`src/rtl/ultrasonic_sensor_uart_receiver_pkg.sv`:
```
// Shared constants for the ultrasonic sensor UART path: rx state encodings,
// ASCII command bytes and baud defaults common to the receiver and transmitter.
package ultrasonic_sensor_uart_receiver_pkg;

    localparam int CLKS_PER_BIT_DEF = 5208;
    localparam int HALF_BIT_DEF     = 2604;
    localparam int DATA_BITS_P      = 8;
    localparam int CNT_W            = 13;

    localparam logic [2:0] RX_IDLE   = 3'd0;
    localparam logic [2:0] RX_START  = 3'd1;
    localparam logic [2:0] RX_DATA   = 3'd2;
    localparam logic [2:0] RX_PARITY = 3'd3;
    localparam logic [2:0] RX_STOP   = 3'd4;
    localparam logic [2:0] RX_BREAK  = 3'd5;

    localparam logic [7:0] cmd_cm_p      = 8'h63;
    localparam logic [7:0] cmd_cm_uc_p   = 8'h43;
    localparam logic [7:0] cmd_inch_p    = 8'h69;
    localparam logic [7:0] cmd_inch_uc_p = 8'h49;
    localparam logic [7:0] cmd_meas_p    = 8'h6D;
    localparam logic [7:0] cmd_meas_uc_p = 8'h4D;

    typedef enum logic [1:0] {CMD_NONE, CMD_CM, CMD_INCH, CMD_MEAS} cmd_e;

    function automatic cmd_e decode_cmd(input logic [7:0] b);
        case (b)
            cmd_cm_p,   cmd_cm_uc_p:   return CMD_CM;
            cmd_inch_p, cmd_inch_uc_p: return CMD_INCH;
            cmd_meas_p, cmd_meas_uc_p: return CMD_MEAS;
            default:                   return CMD_NONE;
        endcase
    endfunction

endpackage

```
`src/rtl/ultrasonic_sensor_uart_receiver_bit_sync.sv`:
```
// Two-flop synchronizer for the asynchronous Rx line; both flops reset to
// the idle-high level so reset never looks like a start bit.
module uart_rx_bit_sync (
    input  logic Clk_i,
    input  logic Reset_i,
    input  logic async_i,
    output logic sync_o
);

    logic meta_q;
    logic sync_q;

    always_ff @(posedge Clk_i) begin
        if (Reset_i) begin
            meta_q <= 1'b1;
            sync_q <= 1'b1;
        end else begin
            meta_q <= async_i;
            sync_q <= meta_q;
        end
    end

    assign sync_o = sync_q;

endmodule

```
`src/rtl/ultrasonic_sensor_uart_receiver.sv`:
```
// UART receiver (8N1, or 8E1 when UART_RX_PARITY_EN is defined) with ASCII
// command decode for the cm/inch unit select and measure-request pulse.
module ultrasonic_sensor_uart_receiver
    import ultrasonic_sensor_uart_receiver_pkg::*;
#(
    parameter int CLKS_PER_BIT_P = CLKS_PER_BIT_DEF,
    parameter int HALF_BIT_P     = HALF_BIT_DEF
) (
    input  logic       Clk_i,
    input  logic       Reset_i,
    input  logic       Rx_i,
    output logic [7:0] Data_o,
    output logic       Data_valid_o,
    output logic       Frame_error_o,
    output logic       Parity_error_o,
    output logic       cm_or_inch_o,
    output logic       Measure_req_o
);

    localparam logic [CNT_W-1:0] bit_last  = CNT_W'(CLKS_PER_BIT_P - 1);
    localparam logic [CNT_W-1:0] half_last = CNT_W'(HALF_BIT_P - 1);
    localparam logic [2:0]       last_idx  = 3'(DATA_BITS_P - 1);

    logic             rx_s;
    logic [2:0]       state_q, state_d;
    logic [CNT_W-1:0] cnt_q, cnt_d;
    logic [2:0]       bit_idx_q, bit_idx_d;
    logic [7:0]       shift_q, shift_d;
    logic [7:0]       data_q, data_d;
    logic             valid_q, valid_d;
    logic             ferr_q, ferr_d;
    logic             unit_q, unit_d;
    logic             meas_q, meas_d;
    logic             good_byte;
`ifdef UART_RX_PARITY_EN
    logic             par_q, par_d;
    logic             perr_q, perr_d;
`endif

    uart_rx_bit_sync u_sync (
        .Clk_i   (Clk_i),
        .Reset_i (Reset_i),
        .async_i (Rx_i),
        .sync_o  (rx_s)
    );

    always_comb begin
        // NOTE: every variable gets a default first so no path can infer a latch.
        state_d   = state_q;
        cnt_d     = cnt_q + 1'b1;
        bit_idx_d = bit_idx_q;
        shift_d   = shift_q;
        data_d    = data_q;
        unit_d    = unit_q;
        valid_d   = 1'b0;
        ferr_d    = 1'b0;
        meas_d    = 1'b0;
        good_byte = 1'b0;
`ifdef UART_RX_PARITY_EN
        par_d     = par_q;
        perr_d    = 1'b0;
`endif
        case (state_q)
            RX_IDLE: begin
                cnt_d = '0;
                if (!rx_s) state_d = RX_START;
            end
            RX_START: if (cnt_q == half_last) begin
                cnt_d     = '0;
                bit_idx_d = '0;
                state_d   = rx_s ? RX_IDLE : RX_DATA;
            end
            RX_DATA: if (cnt_q == bit_last) begin
                cnt_d     = '0;
                shift_d   = {rx_s, shift_q[7:1]};
                bit_idx_d = bit_idx_q + 1'b1;
`ifdef UART_RX_PARITY_EN
                if (bit_idx_q == last_idx) state_d = RX_PARITY;
`else
                if (bit_idx_q == last_idx) state_d = RX_STOP;
`endif
            end
`ifdef UART_RX_PARITY_EN
            RX_PARITY: if (cnt_q == bit_last) begin
                cnt_d   = '0;
                par_d   = rx_s;
                state_d = RX_STOP;
            end
`endif
            // Leaving mid stop bit gives half a bit of slack to catch the next start edge.
            RX_STOP: if (cnt_q == bit_last) begin
                cnt_d = '0;
                if (rx_s) begin
                    state_d = RX_IDLE;
`ifdef UART_RX_PARITY_EN
                    if (^{shift_q, par_q}) perr_d = 1'b1;
                    else                   good_byte = 1'b1;
`else
                    good_byte = 1'b1;
`endif
                end else begin
                    ferr_d  = 1'b1;
                    state_d = RX_BREAK;
                end
            end
            RX_BREAK: begin
                cnt_d = '0;
                if (rx_s) state_d = RX_IDLE;
            end
            default: begin
                state_d   = RX_IDLE;
                cnt_d     = '0;
                bit_idx_d = '0;
            end
        endcase

        if (good_byte) begin
            data_d  = shift_q;
            valid_d = 1'b1;
            case (decode_cmd(shift_q))
                CMD_CM:   unit_d = 1'b0;
                CMD_INCH: unit_d = 1'b1;
                CMD_MEAS: meas_d = 1'b1;
                default:  ;
            endcase
        end
    end

    // NOTE: sequential state uses non-blocking assignments only.
    always_ff @(posedge Clk_i) begin
        if (Reset_i) begin
            state_q   <= RX_IDLE;
            cnt_q     <= '0;
            bit_idx_q <= '0;
            shift_q   <= '0;
            data_q    <= '0;
            valid_q   <= 1'b0;
            ferr_q    <= 1'b0;
            unit_q    <= 1'b0;
            meas_q    <= 1'b0;
`ifdef UART_RX_PARITY_EN
            par_q     <= 1'b0;
            perr_q    <= 1'b0;
`endif
        end else begin
            state_q   <= state_d;
            cnt_q     <= cnt_d;
            bit_idx_q <= bit_idx_d;
            shift_q   <= shift_d;
            data_q    <= data_d;
            valid_q   <= valid_d;
            ferr_q    <= ferr_d;
            unit_q    <= unit_d;
            meas_q    <= meas_d;
`ifdef UART_RX_PARITY_EN
            par_q     <= par_d;
            perr_q    <= perr_d;
`endif
        end
    end

    assign Data_o        = data_q;
    assign Data_valid_o  = valid_q;
    assign Frame_error_o = ferr_q;
    assign cm_or_inch_o  = unit_q;
    assign Measure_req_o = meas_q;
`ifdef UART_RX_PARITY_EN
    assign Parity_error_o = perr_q;
`else
    assign Parity_error_o = 1'b0;
`endif

endmodule

```
`config.mk`:
```
export PLATFORM = sky130hd
export DESIGN_NAME = ultrasonic_sensor_uart_receiver
export DESIGN_NICKNAME = d
export VERILOG_FILES = /design/src/rtl/ultrasonic_sensor_uart_receiver_pkg.sv /design/src/rtl/ultrasonic_sensor_uart_receiver_bit_sync.sv /design/src/rtl/ultrasonic_sensor_uart_receiver.sv
export SDC_FILE = /design/constraint.sdc
export NUM_CORES = 1
export LEC_CHECK = 0
export ABC_CLOCK_PERIOD_IN_PS = 3370
export CAP_MARGIN = 40
export CORE_UTILIZATION = 55
export CTS_BUF_LIST = sky130_fd_sc_hd__clkbuf_2 sky130_fd_sc_hd__clkbuf_4 sky130_fd_sc_hd__clkbuf_8
export CTS_CLUSTER_DIAMETER = 150
export DETAILED_ROUTE_END_ITERATION = 12
export GPL_ROUTABILITY_DRIVEN = 1
export GPL_TIMING_DRIVEN = 0
export PLACE_DENSITY = 0.84
export SYNTH_ARGS = -nofsm -noshare
export SYNTH_HDL_FRONTEND = slang
export SYNTH_SLANG_ARGS = --single-unit
export TNS_END_PERCENT = 50
```
`constraint.sdc`:
```
create_clock -name Clk_i -period 3.37 [get_ports Clk_i]
set_input_delay 0.674 -clock Clk_i [delete_from_list [all_inputs] [get_ports Clk_i]]
set_output_delay 0.674 -clock Clk_i [all_outputs]
set_load 0.01 [all_outputs]
```
==> flow_metrics.py <==
metrics = {
    "outcome": {
        "status": "complete, no violations",
    },
    "final_layout": {
        "num_antenna_cells": 0,
        "drive_gt1_share_pct": 11.1,
        "stdcell_count": 290,
        "layout.nets": 252,
        "syn_to_final_growth_pct": 13.9,
        "layout_commonest_cell": "dfxtp_1",
        "final_cell_mix": "dfxtp_1, nand2_1, a21oi_1, nor3_1, clkdlybuf4s50_1",
    },
    "logic_synthesis": {
        "synthArstFlopShare_pct": 0,
        "syn_inst": 223,
        "ys_ff_latch": 41,
        "ys_seq_area_share_pct": 42.1,
        "avgSynthCellArea_um2": 8.74,
        "synth-edff-count": 0,
        "synth.area.top_cells": "dfxtp_1, nand2_1, a21oi_1",
        "ys_warn_count": 0,
        "syn_area_mm2": 0.00195,
        "post-synth-top-area-cell": "dfxtp_1",
        "synth_cell_type_count": 45,
        "synth_top_flop_cell": "dfxtp_1",
        "synth_top_area_share_pct": 42.1,
        "synth_nets": 231,
    },
    "pwr": {
        "switchingPower_mw": 0.175,
        "powerDensity_mw_per_mm2": 373,
        "clock_power_share_pct": 36.8,
        "switching_share_pct": 21.1,
        "p_seq_share_pct": 59.0,
        "vdd_drop_max_mv": 0.277,
        "p_total_mw": 0.826,
        "p_leak_nw": 0.699,
        "pwr-share-comb_pct": 4.2,
        "internal_power_mw": 0.652,
    },
    "hold_path": {
        "hold_depth": 1,
        "hp-start": "u_sync.meta_q",
        "hold_path_class": "flop to flop",
        "hold_path_end": "u_sync.sync_o",
    },
    "clock_tree": {
        "cts.sinks": 41,
        "clk_latency_ns": 0.36,
        "cts.reportedPaths.clkPinSlew_ns": 0.12,
        "post_cts_buffers": 0,
        "htree_levels": 2,
        "clockRootBuffer": "clkbuf_4",
        "numCtsBuffers": 5,
        "cts_resized": 0,
        "hold_buffers": 0,
        "cts_tree": "built",
        "clk_path_buf_depth": 2,
    },
    "critical_path": {
        "cp_top_family": "simple AND/OR/NAND/NOR gates",
        "cp.arrival_ns": 2.72,
        "max_stage_delay_ns": 0.51,
        "crit_type": "flop to flop",
        "r2r_start": "cnt_q[0]",
        "required_ns": 3.60,
        "crit_slowest_cell": "or4bb_4",
        "critPathMaxFanout": 10,
        "start_kind": "flop",
        "cp_cell_sequence": "ha_1 > or4bb_4 > or3_4 > a21oi_1 > buf_2 > nor3_1",
        "ff2ff_setup_slack_ns": 0.89,
        "cp_num_buf_inv": 1,
        "worstSetupEndpointType": "flop",
        "ff2ff_path_depth": 6,
        "timing.rr.end": "cnt_q[2]",
    },
    "sta": {
        "timing.fmax_ghz": 0.403,
        "tightest_slew_ns": 0.769,
        "worst_slack_ns": 0.887,
        "slew_viol_final": 0,
        "skew_ns": 0.00802,
        "setup_tns_ns": 0,
        "finalSetupViolations": 0,
        "hold_viol_final": 0,
        "hold_ws_ns": 0.419,
        "final.period_utilization_pct": 73.7,
        "rsz0062_at_grt": "false",
        "period_needed_ns": 2.48,
        "max_slew_margin_pct": 48.6,
    },
    "floorplanning": {
        "die_area_mm2": 0.00378,
        "io-pin-count": 16,
        "die_y_um": 61.5,
        "die_x_um": 61.5,
        "initial_core_util_pct": 57.9,
        "rows": 21,
        "fp.coreArea_mm2": 0.00336,
    },
    "routing": {
        "top_layer": "met4",
        "drc": 0,
        "routed_via_density": 5.54,
        "vias": 1608,
        "wl_met3_um": 167,
        "m1WireLength_um": 1850,
        "wl_um": 3820,
        "dr.first_iter.drc_count": 101,
        "ant_nets": 0,
        "detail_route.wl_per_cell_um": 13.2,
        "wl_met2_um": 1740,
        "dr.pass1.iters": 4,
    },
    "placed_design": {
        "place.gp.congestion": 0.829,
        "io_buffers": 14,
        "dp.cells": 283,
        "place_ws_ns": 0.914,
        "place_hpwl_um": 2640,
    },
    "grt": {
        "grt_overflow": 0,
        "grt_use_total_pct": 23.5,
        "grt_pass1_wl_um": 6520,
        "grt_antenna_before_repair": 0,
        "grt_pass1_vias": 1476,
        "grt_max_degree": 13,
    },
    "job": {
        "cap_violations": 0,
    },
}
[cells in the mapped netlist, types with 3 or more instances]
library cell,n
nand2_1,40
buf_6,3
nor3_1,19
nor3b_1,3
dfxtp_1,41
or2_2,4
clkbuf_1,5
o21ai_0,4
nor4_1,3
nand3_1,6
xor2_1,3
nor4bb_1,4
a21oi_1,20
buf_4,3
nand4_1,4
xnor2_1,10
ha_1,5
inv_1,5
nor2_1,9
[worst max path at each step]
| stage | depth (start not counted) | slack, ns | start | end |
|---|---|---|---|---|
| detailed placement | 6 | 0.91 | cnt_q[0] | cnt_q[2] |
| global placement | 6 | 0.95 | cnt_q[0] | cnt_q[6] |
| floorplan | 5 | 1.19 | cnt_q[0] | state_q[1] |
| global route | 6 | 0.74 | cnt_q[0] | cnt_q[11] |
| CTS | 6 | 0.89 | cnt_q[0] | cnt_q[2] |
| finish | 6 | 0.89 | cnt_q[0] | cnt_q[2] |
[area by class of cell]
cell class | instances | area, um^2
multi-input combinational | 165 | 1030
fill | 319 | 1140
clock buffer | 5 | 37.5
timing repair buffer | 14 | 140
sequential | 41 | 821
clock inverter | 2 | 35.0
tap | 46 | 57.6
buffer | 12 | 80.1
inverter | 5 | 18.8
[logic make-up after synthesis]
logic type               after synthesis  synth area share (%)
buffers and inverters                 17                  5.07
AO/OA/AOI/OAI                         32                  9.70
AND/OR/NAND/NOR                      109                  31.1
flip-flops                            41                  42.1
adder cells (fa/ha/maj)                5                  3.21
multiplexers                           5                  2.76
XOR/XNOR                              13                  5.84
other                                  1                 0.192
[worst reg2reg max path: cells and delay by family, from the launching register on]
family / cells / cell delay, ns
flip-flops: 1 / 0.42
buffers and inverters: 1 / 0.29
AND/OR/NAND/NOR: 3 / 0.98
AO/OA/AOI/OAI: 1 / 0.35
adder cells (fa/ha/maj): 1 / 0.32
[power groups by stage]
stage | registers, mW | logic, mW | clock network, mW
after CTS | 0.488 | 0.0343 | 0.311
after global routing | 0.489 | 0.0375 | 0.334
after floorplan | 0.498 | 0.0253 | 0
after global placement | 0.499 | 0.0338 | 0
final | 0.488 | 0.0343 | 0.304
after detailed placement | 0.499 | 0.0341 | 0
[stage by stage]
step           util [%]  instance area (um^2)
4_1_cts            66.0                  2220
3_5_place_dp       63.8                  2150
6_report           66.0                  2220
2_1_floorplan         -                  1950
5_1_grt            66.0                  2220
3_3_place_gp       63.8                  2150
[per-layer routing]
metal / vias up / global-route usage [%]
met2: 29 / 37.2
met1: 743 / 30.9
met4: 0 / 8.25
met5: - / 0
li1: 828 / -
met3: 8 / 6.09
[registers in the layout, indices dropped and copies added, names as in the netlist]
signal	count
bit_idx_q	3
state_q	3
Frame_error_o	1
Data_valid_o	1
shift_q	8
Data_o	8
cm_or_inch_o	1
u_sync.sync_o	1
Measure_req_o	1
u_sync.meta_q	1
cnt_q	13
Power figures use the tool's default switching activity.
==> RTL edit (same settings) <==
`CNT_W`: 13 -> 17.
--- a/src/rtl/ultrasonic_sensor_uart_receiver_pkg.sv
+++ b/src/rtl/ultrasonic_sensor_uart_receiver_pkg.sv
@@ -5,7 +5,7 @@
     localparam int CLKS_PER_BIT_DEF = 5208;
     localparam int HALF_BIT_DEF     = 2604;
     localparam int DATA_BITS_P      = 8;
-    localparam int CNT_W            = 13;
+    localparam int CNT_W            = 17;
 
     localparam logic [2:0] RX_IDLE   = 3'd0;
     localparam logic [2:0] RX_START  = 3'd1;
Check against the original RTL: no difference found for any inputs over 10 cycles, from zero or initial values and one cycle with Reset_i high; that may be too few to reach the edited logic, so the function may still have changed.
==> RTL edit against the unedited design <==
- final cell count up 3.8%
- final area up 8.0%
- via count up 1.5%
- global-route usage down 1.7 points
- setup slack better by 0.45 ns
- hold slack worse by 0.0028 ns
- sequential cell count up 4
- total power up 19%
- wire length up 0.26%
- area after synthesis up 6.9%
- critical path type unchanged
- critical endpoint is now cnt_q[7]$_SDFF_PP0_
- highest routed layer unchanged
==> RTL edit: results (changes against the unedited design) <==
grt:
  grt_use_met2_pct: 32.18  # -5.0 points
  first_global_vias: 1408  # -4.6%
  grt_max_degree: 16  # +3
  use_met3_pct: 5.435  # -0.66 points
yosys:
  yosys.cell_types.count: 46  # +2.2%
  yosys-top-cells-area: "dfxtp_1, nor2_1, nand2_1"
  synthesis.nets: 242  # +4.8%
  synthTopCellsByCount: "dfxtp_1, nor2_1, nand2_1, a21oi_1"
  yosysSeqAreaShare_pct: 43.27  # +1.1 points
routing:
  met2WireLength_mm: 1.728  # -0.86%
  wl_met1_mm: 1.862  # +0.70%
  drt-total-wl_mm: 3.832  # +0.26%
  wl_met3_microns: 158  # -5.4%
  vias_per_cell: 5.422  # -2.2%
placement:
  dp_hpwl_mm: 2.635  # about the same
  port-buffer-count: 14  # unchanged
  place_inst: 293  # +3.5%
finish:
  fill_cells: 283  # -11%
  layout.nets: 263  # +4.4%
  drive_gt1_share_pct: 11.37  # +0.31 points
  layoutNonFillerInstCount: 301  # +3.8%
cts:
  clkTransAtPathRegs_ns: 0.09  # -0.03 ns
  insertion_delay_ns: 0.31  # -0.05 ns
  clockRootBuffer: "clkbuf_8"
power_and_ir_drop:
  ir_worst_vdd_uv: 303.3  # +9.5%
  p_leak_nw: 0.7716  # +10%
worst_hold_path:
  hold_depth: 1  # unchanged
  hold_class: "flop to flop"
setup_path:
  reg2reg_slack_ns: 1.34  # +0.45 ns
  cp.arrival_ns: 2.24  # -0.48 ns
  crit_slowest_cell: "dfxtp_1"
  max_stage_delay_ns: 0.46  # -0.05 ns
status:
  status: "finished, final reports clean"
timing:
  max-slew-margin-rel_pct: 56.74  # +8.1 points
## RTL edit: power by group
group / switching, W / leakage (nW) / total, W / internal, W
combinational: 0.0000154 / 0.354 / 0.0000268 / 0.0000114
clock: 0.000198 / 0.0543 / 0.000420 / 0.000222
sequential: 0.00000249 / 0.363 / 0.000536 / 0.000533
total: 0.000216 / 0.772 / 0.000983 / 0.000767
## RTL edit: cell families (layout without fill, tap and decap cells)
group / after synthesis / after routing / share of synthesized area [%]
mux: 8 / 8 / 3.846
buf+inv: 17 / 39 / 4.567
other cells: 1 / 1 / 0.1801
fa+ha+maj: 6 / 6 / 3.606
flops: 45 / 45 / 43.27
simple gates: 114 / 114 / 28.91
compound gates: 26 / 26 / 8.894
xor+xnor: 16 / 16 / 6.731
## RTL edit: cell type report
cell class / count / area [sq um] / share of cell area, %
Sequential cell: 45 / 900.9 / 37.62
Buffer: 11 / 72.57 / 3.030
Multi-Input combinational cell: 171 / 1086 / 45.35
Tap cell: 46 / 57.56 / 2.403
Clock buffer: 5 / 68.82 / 2.874
Clock inverter: 3 / 46.29 / 1.933
Timing Repair Buffer: 14 / 140.1 / 5.852
Inverter: 6 / 22.52 / 0.9404
## RTL edit: per-stage QoR
| stage | area, sq um | setup slack [ns] | hold WS [ns] | utilization, % |
|---|---|---|---|---|
| after floorplan | 2082 | 1.624 | 0.3895 | - |
| after global placement | 2280 | 1.193 | 0.3930 | 65.73 |
| after detailed placement | 2280 | 1.155 | 0.3961 | 65.73 |
| after CTS | 2395 | 1.362 | 0.4169 | 69.05 |
| after global routing | 2395 | 1.091 | 0.4261 | 69.05 |
| final | 2395 | 1.341 | 0.4159 | 69.05 |
